### src/rtl/spawn_pkg.sv
// Shared definitions for the spawn-time arbiter and game_runtime:
// default bus widths, FSM state encodings and channel codes.
package spawn_pkg;

    localparam int DEF_MAXIMUM_TIMES           = 30;
    localparam int DEF_MAXIMUM_ATTACK_OBJECT   = 20;
    localparam int DEF_MAXIMUM_PLATFORM_OBJECT = 20;
    localparam int DEF_ROM_ADDR_W              = 10;
    localparam int DEF_DELAY_W                 = 8;
    localparam int DEF_TIMEOUT_CYCLES          = 15;

    typedef enum logic [1:0] {
        ST_IDLE  = 2'd0,
        ST_ISSUE = 2'd1,
        ST_WAIT  = 2'd2,
        ST_WRITE = 2'd3
    } arb_state_t;

    typedef enum logic {
        CH_ATTACK   = 1'b0,
        CH_PLATFORM = 1'b1
    } spawn_ch_t;

endpackage

### src/rtl/spawn_time_arbiter_rr.sv
// rr_arbiter2: two-requester round-robin grant. req[0] is the attack
// channel, req[1] the platform channel. The favour pointer only moves
// when both channels compete and the grant is actually taken.
module rr_arbiter2
    import spawn_pkg::*;
(
    input  logic      clk,
    input  logic      reset,
    input  logic [1:0] req,
    input  logic      advance,
    output logic      gnt_valid,
    output spawn_ch_t gnt_ch
);

    spawn_ch_t favour_q;

    // Grant selection: a lone requester wins outright, a tie goes to the favoured channel.
    always_comb begin
        gnt_valid = |req;
        if (req == 2'b11) begin
            gnt_ch = favour_q;
        end else if (req[1]) begin
            gnt_ch = CH_PLATFORM;
        end else begin
            gnt_ch = CH_ATTACK;
        end
    end

    // Pointer update: after serving a tie, favour the loser next time.
    always_ff @(posedge clk) begin
        if (reset) begin
            favour_q <= CH_ATTACK;
        end else if (advance && (req == 2'b11)) begin
            favour_q <= (favour_q == CH_ATTACK) ? CH_PLATFORM : CH_ATTACK;
        end
    end

endmodule

### src/rtl/spawn_time_arbiter.sv
// spawn_time_arbiter: serves the attack and platform next-spawn-time
// handshakes through one shared spawn-delay ROM port.
// Optional macro SPAWN_ARB_TIMEOUT_EN adds a ROM watchdog and the sticky
// rom_timeout_err output.
//
// state    | meaning
// ---------+------------------------------------------------------------
// IDLE     | no transaction; arbitrate pending channels, latch the grant
// ISSUE    | one-cycle rom_req with latched table select and address
// WAIT     | hold address, wait for rom_valid (or watchdog expiry)
// WRITE    | publish current_time + delay, one-cycle update pulse
module spawn_time_arbiter
    import spawn_pkg::*;
#(
    parameter int MAXIMUM_TIMES           = DEF_MAXIMUM_TIMES,
    parameter int MAXIMUM_ATTACK_OBJECT   = DEF_MAXIMUM_ATTACK_OBJECT,
    parameter int MAXIMUM_PLATFORM_OBJECT = DEF_MAXIMUM_PLATFORM_OBJECT,
    parameter int ROM_ADDR_W              = DEF_ROM_ADDR_W,
    parameter int DELAY_W                 = DEF_DELAY_W,
    parameter int TIMEOUT_CYCLES          = DEF_TIMEOUT_CYCLES
) (
    input  logic                               clk,
    input  logic                               reset,
    input  logic [MAXIMUM_TIMES-1:0]           current_time,
    input  logic                               sync_attack_time,
    input  logic                               sync_platform_time,
    input  logic [MAXIMUM_ATTACK_OBJECT-1:0]   attack_i,
    input  logic [MAXIMUM_PLATFORM_OBJECT-1:0] platform_i,
    output logic                               rom_req,
    output logic                               rom_sel,
    output logic [ROM_ADDR_W-1:0]              rom_addr,
    input  logic                               rom_valid,
    input  logic [DELAY_W-1:0]                 rom_delay,
    output logic [MAXIMUM_TIMES-1:0]           next_attack_time,
    output logic [MAXIMUM_TIMES-1:0]           next_platform_time,
    output logic                               update_attack_time,
    output logic                               update_platform_time,
`ifdef SPAWN_ARB_TIMEOUT_EN
    output logic                               rom_timeout_err,
`endif
    output logic                               busy
);

    arb_state_t                 state_q, state_d;
    spawn_ch_t                  ch_q;
    spawn_ch_t                  gnt_ch;
    logic                       gnt_valid;
    logic                       grant;
    logic [1:0]                 pending;
    logic                       served_a_q, served_p_q;
    logic [ROM_ADDR_W-1:0]      addr_q;
    logic [DELAY_W-1:0]         delay_q;
    logic [MAXIMUM_TIMES-1:0]   held_a_q, held_p_q;
    logic [MAXIMUM_TIMES-1:0]   sum;
    logic                       timeout;

    // Only the low ROM_ADDR_W index bits address the ROM.
    logic                       unused_idx_bits;
    assign unused_idx_bits = ^{attack_i, platform_i};

    // A channel stays blocked after its acknowledge until the runtime releases sync.
    assign pending = {!sync_platform_time && !served_p_q,
                      !sync_attack_time   && !served_a_q};
    assign grant   = (state_q == ST_IDLE) && gnt_valid;

    rr_arbiter2 u_rr (
        .clk       (clk),
        .reset     (reset),
        .req       (pending),
        .advance   (grant),
        .gnt_valid (gnt_valid),
        .gnt_ch    (gnt_ch)
    );

`ifdef SPAWN_ARB_TIMEOUT_EN
    localparam int WD_W = $clog2(TIMEOUT_CYCLES + 1);
    logic [WD_W-1:0] wd_q;

    // Watchdog down-counter: loaded in ISSUE, terminal count ends the WAIT.
    always_ff @(posedge clk) begin
        if (reset) begin
            wd_q <= '0;
        end else if (state_q == ST_ISSUE) begin
            wd_q <= WD_W'(TIMEOUT_CYCLES - 1);
        end else if ((state_q == ST_WAIT) && (wd_q != '0)) begin
            wd_q <= wd_q - WD_W'(1);
        end
    end

    assign timeout = (state_q == ST_WAIT) && !rom_valid && (wd_q == '0);

    // Sticky watchdog flag, cleared only by reset.
    always_ff @(posedge clk) begin
        if (reset) begin
            rom_timeout_err <= 1'b0;
        end else if (timeout) begin
            rom_timeout_err <= 1'b1;
        end
    end
`else
    logic [31:0] unused_timeout_cfg;
    assign unused_timeout_cfg = 32'(TIMEOUT_CYCLES);
    assign timeout = 1'b0;
`endif

    // State register.
    always_ff @(posedge clk) begin
        if (reset) begin
            state_q <= ST_IDLE;
        end else begin
            state_q <= state_d;
        end
    end

    // Next-state logic.
    always_comb begin
        state_d = state_q;
        case (state_q)
            ST_IDLE:  if (gnt_valid) state_d = ST_ISSUE;
            ST_ISSUE: state_d = ST_WAIT;
            ST_WAIT:  if (rom_valid || timeout) state_d = ST_WRITE;
            ST_WRITE: state_d = ST_IDLE;
            default:  state_d = ST_IDLE;
        endcase
    end

    // Transaction datapath: grant latch, delay capture, held results, served flags.
    always_ff @(posedge clk) begin
        if (reset) begin
            ch_q       <= CH_ATTACK;
            addr_q     <= '0;
            delay_q    <= '0;
            held_a_q   <= '0;
            held_p_q   <= '0;
            served_a_q <= 1'b0;
            served_p_q <= 1'b0;
        end else begin
            if (grant) begin
                ch_q   <= gnt_ch;
                addr_q <= (gnt_ch == CH_ATTACK) ? attack_i[ROM_ADDR_W-1:0]
                                                : platform_i[ROM_ADDR_W-1:0];
            end
            if (state_q == ST_WAIT) begin
                if (rom_valid) begin
                    delay_q <= rom_delay;
                end else if (timeout) begin
                    delay_q <= '0;
                end
            end
            if (state_q == ST_WRITE) begin
                if (ch_q == CH_ATTACK) begin
                    held_a_q <= sum;
                end else begin
                    held_p_q <= sum;
                end
            end
            if (sync_attack_time) begin
                served_a_q <= 1'b0;
            end else if (update_attack_time) begin
                served_a_q <= 1'b1;
            end
            if (sync_platform_time) begin
                served_p_q <= 1'b0;
            end else if (update_platform_time) begin
                served_p_q <= 1'b1;
            end
        end
    end

    // Outputs: the new time is presented combinationally during WRITE so it
    // coincides with the update pulse, then held from the register.
    always_comb begin
        sum                  = current_time + {{(MAXIMUM_TIMES-DELAY_W){1'b0}}, delay_q};
        rom_req              = (state_q == ST_ISSUE);
        rom_sel              = 1'b0;
        rom_addr             = '0;
        update_attack_time   = 1'b0;
        update_platform_time = 1'b0;
        next_attack_time     = held_a_q;
        next_platform_time   = held_p_q;
        busy                 = (state_q != ST_IDLE);
        if ((state_q == ST_ISSUE) || (state_q == ST_WAIT)) begin
            rom_sel  = ch_q;
            rom_addr = addr_q;
        end
        if (state_q == ST_WRITE) begin
            if (ch_q == CH_ATTACK) begin
                update_attack_time = 1'b1;
                next_attack_time   = sum;
            end else begin
                update_platform_time = 1'b1;
                next_platform_time   = sum;
            end
        end
    end

endmodule

### config.mk
export PLATFORM = sky130hd
export DESIGN_NAME = spawn_time_arbiter
export DESIGN_NICKNAME = d
export VERILOG_FILES = /design/src/rtl/spawn_pkg.sv /design/src/rtl/spawn_time_arbiter_rr.sv /design/src/rtl/spawn_time_arbiter.sv
export SDC_FILE = /design/constraint.sdc
export NUM_CORES = 1
export LEC_CHECK = 0
export ABC_CLOCK_PERIOD_IN_PS = 2500
export BUFFER_PORTS_ARGS = -buffer_cell sky130_fd_sc_hd__buf_2
export CAP_MARGIN = 20
export CELL_PAD_IN_SITES_DETAIL_PLACEMENT = 1
export CELL_PAD_IN_SITES_GLOBAL_PLACEMENT = 1
export CORE_MARGIN = 2
export CORE_UTILIZATION = 36
export DETAILED_ROUTE_END_ITERATION = 12
export GPL_TIMING_DRIVEN = 0
export PLACE_DENSITY = 0.76
export REMOVE_ABC_BUFFERS = 1
export SLEW_MARGIN = 20
export SYNTH_ARGS = -nofsm -noshare
export SYNTH_HDL_FRONTEND = slang
export SYNTH_HIERARCHICAL = 1
export SYNTH_SLANG_ARGS = --single-unit
### constraint.sdc
create_clock -name clk -period 2.5 [get_ports clk]
set_input_delay 0.25 -clock clk [delete_from_list [all_inputs] [get_ports clk]]
set_output_delay 0.25 -clock clk [all_outputs]
set_load 0.05 [all_outputs]
## Yosys cells after proc, flatten, opt, wreduce, memory -nomap -nowiden

Cells that the tools add are included.
W data, S select, Z words.

- Output and inout bits: 75
- Word-level logic and storage cells: 49
- Bits in registers: 84
- Input port bits: 83

- Multiplexer cells: 17
- Reduce and logical (&&, ||, !) cells: 16
- Equality and inequality tests: 6
- $add $sub $neg: 1

Operators with widths:

| cell | count |
|---|---|
| $mux W30 | 4 |
| $add A30 B8 Y30 | 1 |
| $mux W10 | 2 |
| $mux W1 | 8 |
| $pmux W2 S4 | 1 |
| $eq A2 B2 Y1 const B | 3 |
| $reduce_or A2 Y1 | 3 |
| $logic_and A1 B1 Y1 | 4 |
| $logic_not A1 Y1 | 4 |
| $mux W2 | 2 |
| $ne A2 B2 Y1 const B | 2 |
| $reduce_and A2 Y1 | 2 |
| $eq A2 B1 Y1 const B | 1 |
| $logic_not A2 Y1 | 1 |
| $reduce_bool A2 Y1 | 1 |
| $logic_or A1 B1 Y1 | 1 |

## Logic depth before layout (Yosys ltp)

- Depth in word-level cells: 5
- Depth in mapped cells: 9
- Depth with buffers taken out: 8

## Modules after synthesis

The synthesis kept the hierarchy.

Modules (own cells, without submodules):

| module | area an instance (um^2) | sequential area each (um^2) | cells each | times used |
|---|---|---|---|---|
| spawn_time_arbiter | 4563.1 | 1661.6 | 550 | 1 |
| rr_arbiter2 | 68.8 | 20.0 | 8 | 1 |

## Least setup slack after synthesis

No wires, ideal clock.

- Path type: register to output
- Start point: reg delay_q[6]
- End point: out next_attack_time[9]
- Buffers on the path: 1
- Arrival time: 2635 ps
- Stages on the path, launching flop included: 8
- Data required time: 2250 ps
- Setup slack: -385 ps
- Cells stage by stage: dfxtp_1 -> ha_1 -> buf_2 -> a21oi_2 -> o21ai_0 -> a22oi_2 -> nor2_1 -> a211oi_1

- Word-level cells in the longest chain between the ends: 3

Ends and longest elaborated chain:

| what | RTL line | source |
|---|---|---|
| start, declared | spawn_time_arbiter.sv:52 | `logic [DELAY_W-1:0] delay_q;` |
| start signal, assigned | spawn_time_arbiter.sv:145 | `delay_q <= rom_delay;` |
| $add A30 B8 Y30 | spawn_time_arbiter.sv:173 | `sum = current_time + {{(MAXIMUM_TIMES-DELAY_W){1'b0}}, delay_q};` |
| $mux W30 (2 in a row) | -- |  |
| end, declared | spawn_time_arbiter.sv:34 | `output logic [MAXIMUM_TIMES-1:0] next_attack_time,` |

No other way between the ends.

## Worst setup path in the final report

- Start point: reg delay_q[0]
- End point: out next_platform_time[28]

- Word-level cells in the longest chain between the ends: 3

Ends and longest elaborated chain:

| what | RTL line | source |
|---|---|---|
| $add A30 B8 Y30 | spawn_time_arbiter.sv:173 |  |
| $mux W30 (2 in a row) | -- |  |
| end, declared | spawn_time_arbiter.sv:35 | `output logic [MAXIMUM_TIMES-1:0] next_platform_time,` |

No other way between the ends.

==> impl_summary.md <==
Outcome
The flow ran to the end, but the final reports show violations. The checks that failed: setup timing.

Placed design
The cell count after placement is ~830. The congestion estimate from routability-driven global placement came to 0.843. The sum of net half-perimeters after detailed placement is 9.86 mm. The number of port buffers is 137. Once placement finished, the instance area stood at between 5000 and 6000 sq um. Timing analysis after detailed placement gives a worst setup slack of -717 ps.

Synthesis
The async set or reset register ratio after synthesis is 0%. The post-synthesis instance total is approximately 560. Counting flops and latches in the post-synthesis netlist gives 84. After synthesis the cells add up to between 4000 and 5000 sq um.

The count of distinct cell types in the synthesized netlist is 60. The synthesized area per cell is 8.30 sq um. Of the synthesized area, sequential elements account for between 30% and 40%. The most used flip-flop cell after synthesis is sky130_fd_sc_hd__dfxtp_1. The number of warnings printed during yosys synthesis is 6. In this run, synthesis inferred 0 flip-flops with an integrated enable.

Clock network
The level count of the clock H-tree is 3. The clock buffer count from CTS is 9. Clock tree synthesis selected as its root buffer the cell sky130_fd_sc_hd__clkbuf_16. For the worst-skew pair, the clock arrives at the later sink with an insertion delay of roughly 340 ps.

The longest clock path from root to sink contains 2 buffers. Buffers inserted to repair hold after CTS numbered 0. The clock-pin slew on the worst setup and hold paths is about 60 ps. Counting every sink on the clock net gives 84. The clock tree from TritonCTS is built.

Setup path
The worst setup path is captured at an output port. The peak fanout along the critical path is 4. Together, buffers and inverters on the worst path number 2.

The startpoint type of the worst setup path is a flop. The largest single stage delay on the critical path is approximately 400 ps. The critical path in this run is classified as reg -> out. In this run the number of cells on the critical path is 10. The slowest library cell on the worst path is sky130_fd_sc_hd__fa_2. The required time of the critical path is between 2000 and 2500 ps. The number of cells on the worst reg-to-reg path is 11. At the worst endpoint, the arrival time is about 2700 ps. The worst reg2reg path startpoint is delay_q[0]. The cell that appears most often on the critical path is sky130_fd_sc_hd__buf_6. The signal on the critical path passes through ha_4 -> fa_2 -> a211oi_2 -> o21a_2 -> buf_6 -> a211o_4 -> mux2i_2 -> nand2b_4 -> nand3_2 -> buf_6. The capturing point of the worst reg2reg path is held_a_q[24]. The cell type group with the largest total delay on the critical path is adder cells. The reg2reg setup slack is roughly 150 ps.

Die
The die area is about 14000 sq um. The vertical die dimension is approximately 120 um. The initial standard-cell utilization of the core is between 30 and 40%.

The number of top-level design ports is 158. The horizontal extent of the die is 117 um. In this run the core area contains 41 standard-cell rows. The floorplan core area is about 13000 sq um.

Layout
Measured on the finished design, the core utilization comes to just over 50%. The cell area after layout is between 6000 and 7000 sq um. Compared with the post-synthesis result, the final layout area differs by 40.2%. After the flow finishes, the layout carries non-filler instances totaling a little under 900. For this run, the post-layout net count is roughly 790.

The ratio of cells with drive above 1 in the final layout is 36.8%.

Global routing
Summed over all layers, the global routing overflow is 0. The aggregate global-route resource usage is between 20% and 30%. The first global-routing pass estimated 24.1 mm of wire. The initial antenna violation count was 2. The largest net degree at the start of global routing is 56. The number of global-route vias before repair is 4803.

Route
For this block, the via count after detailed routing is ~4600. The first detailed-routing pass took 4 iterations. The number of vias per cell after detailed routing is around 5.2. Wires add up to approximately 15 mm. The average wire per cell in the routed design is between 15 and 20 um. The count of routing violations after the opening detailed-route iteration is ~200. The number of nets with antenna violations after routing is 0. The number of remaining DRC errors is 0.

Timing
The final-layout setup total negative slack is -12370 ps. Setup repair after global routing could not meet its margin everywhere. Measured against its own limit, the worst slew margin works out to approximately 48%. For this run, the top clock speed supported by timing is 0.345 GHz. The number of failing hold endpoints at the final stage is 0. In the finished design, the share of the clock period the worst path needs comes to 116%.

The number of pins exceeding their max-slew limit in the final report is 0. Setup violations remaining at the end of the flow were counted as between 50 and 60. Across all setup checks in the final design, the least slack found is -402 ps. On the final layout, the worst clock skew is around 6 ps. The final hold slack is approximately 85 ps. The slew at the pin closest to its max-slew limit is 784 ps. The time the worst path needs with I/O delays and setup is between 2000 and 3000 ps.

Power
Summed over all cells, the static leakage comes to roughly 2.7 nW. The switching power share of the total is 41.3%. The share of total power in sequential cells is ~28%. The switching power is approximately 2.4 mW.

Combinational logic is responsible for about 44% of the overall power. VDD sags by at most approximately 0.73 mV. Power spread over the standard cell area amounts to a little under 900 nW/um^2. The relative contribution of the clock network to total power is between 20% and 30%.

Cell internal power was estimated by the tool at between 3 and 4 mW. After layout, the design draws a total of 5.77 mW.

Hold path
The hold-critical path endpoint is served_a_q. In this run the worst hold path is classified as in -> reg. The worst hold path passes through 2 cells.

The worst hold path begins at sync_attack_time.

Flow run
The count of max-cap constraint violations is 0.
-- cell type report --
type | count | area (sq um)
Tap cell | 172 | 215
Fill cell | 1473 | 6070
Clock buffer | 12 | 246
Multi-Input combinational cell | 425 | 3000
Antenna cell | 3 | 7.51
Timing Repair Buffer | 162 | 1130
Clock inverter | 4 | 120
Sequential cell | 84 | 1690
Inverter | 12 | 83.8
-- registers in the layout, summed over array words and instances (netlist names) --
signal / flops
state_q: 2
held_a_q: 30
u_rr/favour_q: 1
ch_q: 1
delay_q: 8
served_a_q: 1
held_p_q: 30
addr_q: 10
served_p_q: 1
-- worst max-delay path by stage --
stage | startpoint | endpoint | slack (ps)
after global routing | delay_q[1] | next_attack_time[21] | -510
after global placement | state_q[0] | next_attack_time[9] | -740
after detailed placement | state_q[1] | next_platform_time[7] | -720
after CTS | delay_q[0] | next_attack_time[28] | -350
after floorplan | state_q[0] | next_attack_time[9] | -720
final | delay_q[0] | next_platform_time[28] | -400
-- power groups by stage --
stage               registers (mW)  clock network (mW)  logic (mW)
floorplan                     1.60                   0        1.67
global placement              1.61                   0        2.16
global route                  1.62                1.74        2.70
detailed placement            1.62                   0        2.24
finish                        1.60                1.65        2.52
CTS                           1.60                1.68        2.49
-- cell families (layout without fill, tap and decap cells) --
logic type / count (synthesis) / after routing / synth area share [%]
xor+xnor: 24 / 24 / 4.86
simple gates: 242 / 242 / 25.3
compound gates: 126 / 126 / 19.6
buf+inv: 49 / 190 / 5.73
mux: 19 / 19 / 4.32
flops: 84 / 84 / 36.3
other cells: 0 / 3 / 0
fa+ha+maj: 14 / 14 / 3.94
-- cell usage in the layout, fill, tap and decap left out, types with 10 or more instances in the layout --
| cell | Yosys | layout |
|---|---|---|
| sky130_fd_sc_hd__buf_2 | 3 | 86 |
| sky130_fd_sc_hd__dfxtp_1 | 84 | 83 |
| sky130_fd_sc_hd__nor2_1 | 86 | 77 |
| sky130_fd_sc_hd__nand2_1 | 60 | 59 |
| sky130_fd_sc_hd__buf_4 | 0 | 45 |
| sky130_fd_sc_hd__a21oi_1 | 45 | 40 |
| sky130_fd_sc_hd__a211oi_1 | 32 | 30 |
| sky130_fd_sc_hd__buf_6 | 3 | 29 |
| sky130_fd_sc_hd__nand3_1 | 26 | 23 |
| sky130_fd_sc_hd__mux2i_1 | 14 | 13 |
| sky130_fd_sc_hd__and2_1 | 12 | 12 |
| sky130_fd_sc_hd__nor2_2 | 4 | 12 |
| sky130_fd_sc_hd__inv_1 | 10 | 10 |
-- repair_timing --
| action | CTS | global route |
|---|---|---|
| resized for setup | 131 | 19 |
| setup endpoints to repair | 100 | 54 |
| cloned | 0 | 0 |
| buffers inserted | 17 | 6 |
| pin swaps | 36 | 22 |
-- routing by layer --
metal | track usage (%) | part of all wire (%)
met2 | 38.5 | 51
met5 | 0 | 0
met4 | 6.48 | 0.95
met1 | 26.0 | 43
met3 | 4.62 | 4.9
-- synth_stat cells, types with 3 or more instances --
library cell / count / area, sq um
sky130_fd_sc_hd__and3_1: 4 / 25.0
sky130_fd_sc_hd__xnor2_1: 9 / 78.8
sky130_fd_sc_hd__clkbuf_1: 16 / 60.1
sky130_fd_sc_hd__nor3_2: 8 / 80.1
sky130_fd_sc_hd__and4_1: 3 / 26.3
sky130_fd_sc_hd__nand4_1: 8 / 50.1
sky130_fd_sc_hd__nor3_1: 9 / 45.0
sky130_fd_sc_hd__mux2_2: 4 / 45.0
sky130_fd_sc_hd__a211oi_1: 32 / 240
sky130_fd_sc_hd__o21ai_0: 10 / 50.1
sky130_fd_sc_hd__nor2b_1: 7 / 43.8
sky130_fd_sc_hd__mux2i_1: 14 / 140
sky130_fd_sc_hd__nand2_1: 60 / 225
sky130_fd_sc_hd__buf_1: 9 / 33.8
sky130_fd_sc_hd__dfxtp_1: 84 / 1680
sky130_fd_sc_hd__nor2_2: 4 / 25.0
sky130_fd_sc_hd__and2_1: 12 / 75.1
sky130_fd_sc_hd__nand3_1: 26 / 130
sky130_fd_sc_hd__buf_2: 3 / 15.0
sky130_fd_sc_hd__inv_1: 10 / 37.5
sky130_fd_sc_hd__or3_1: 3 / 18.8
sky130_fd_sc_hd__o211ai_1: 5 / 37.5
sky130_fd_sc_hd__a21oi_1: 45 / 225
sky130_fd_sc_hd__nor2_1: 86 / 323
sky130_fd_sc_hd__ha_1: 13 / 163
sky130_fd_sc_hd__xor2_1: 13 / 114
sky130_fd_sc_hd__nand2b_1: 4 / 25.0
sky130_fd_sc_hd__buf_6: 3 / 33.8
sky130_fd_sc_hd__a31oi_1: 8 / 50.1
sky130_fd_sc_hd__clkbuf_8: 5 / 68.8
sky130_fd_sc_hd__a2111oi_4: 4 / 110
Note: power is estimated with default switching activity, not from simulation.
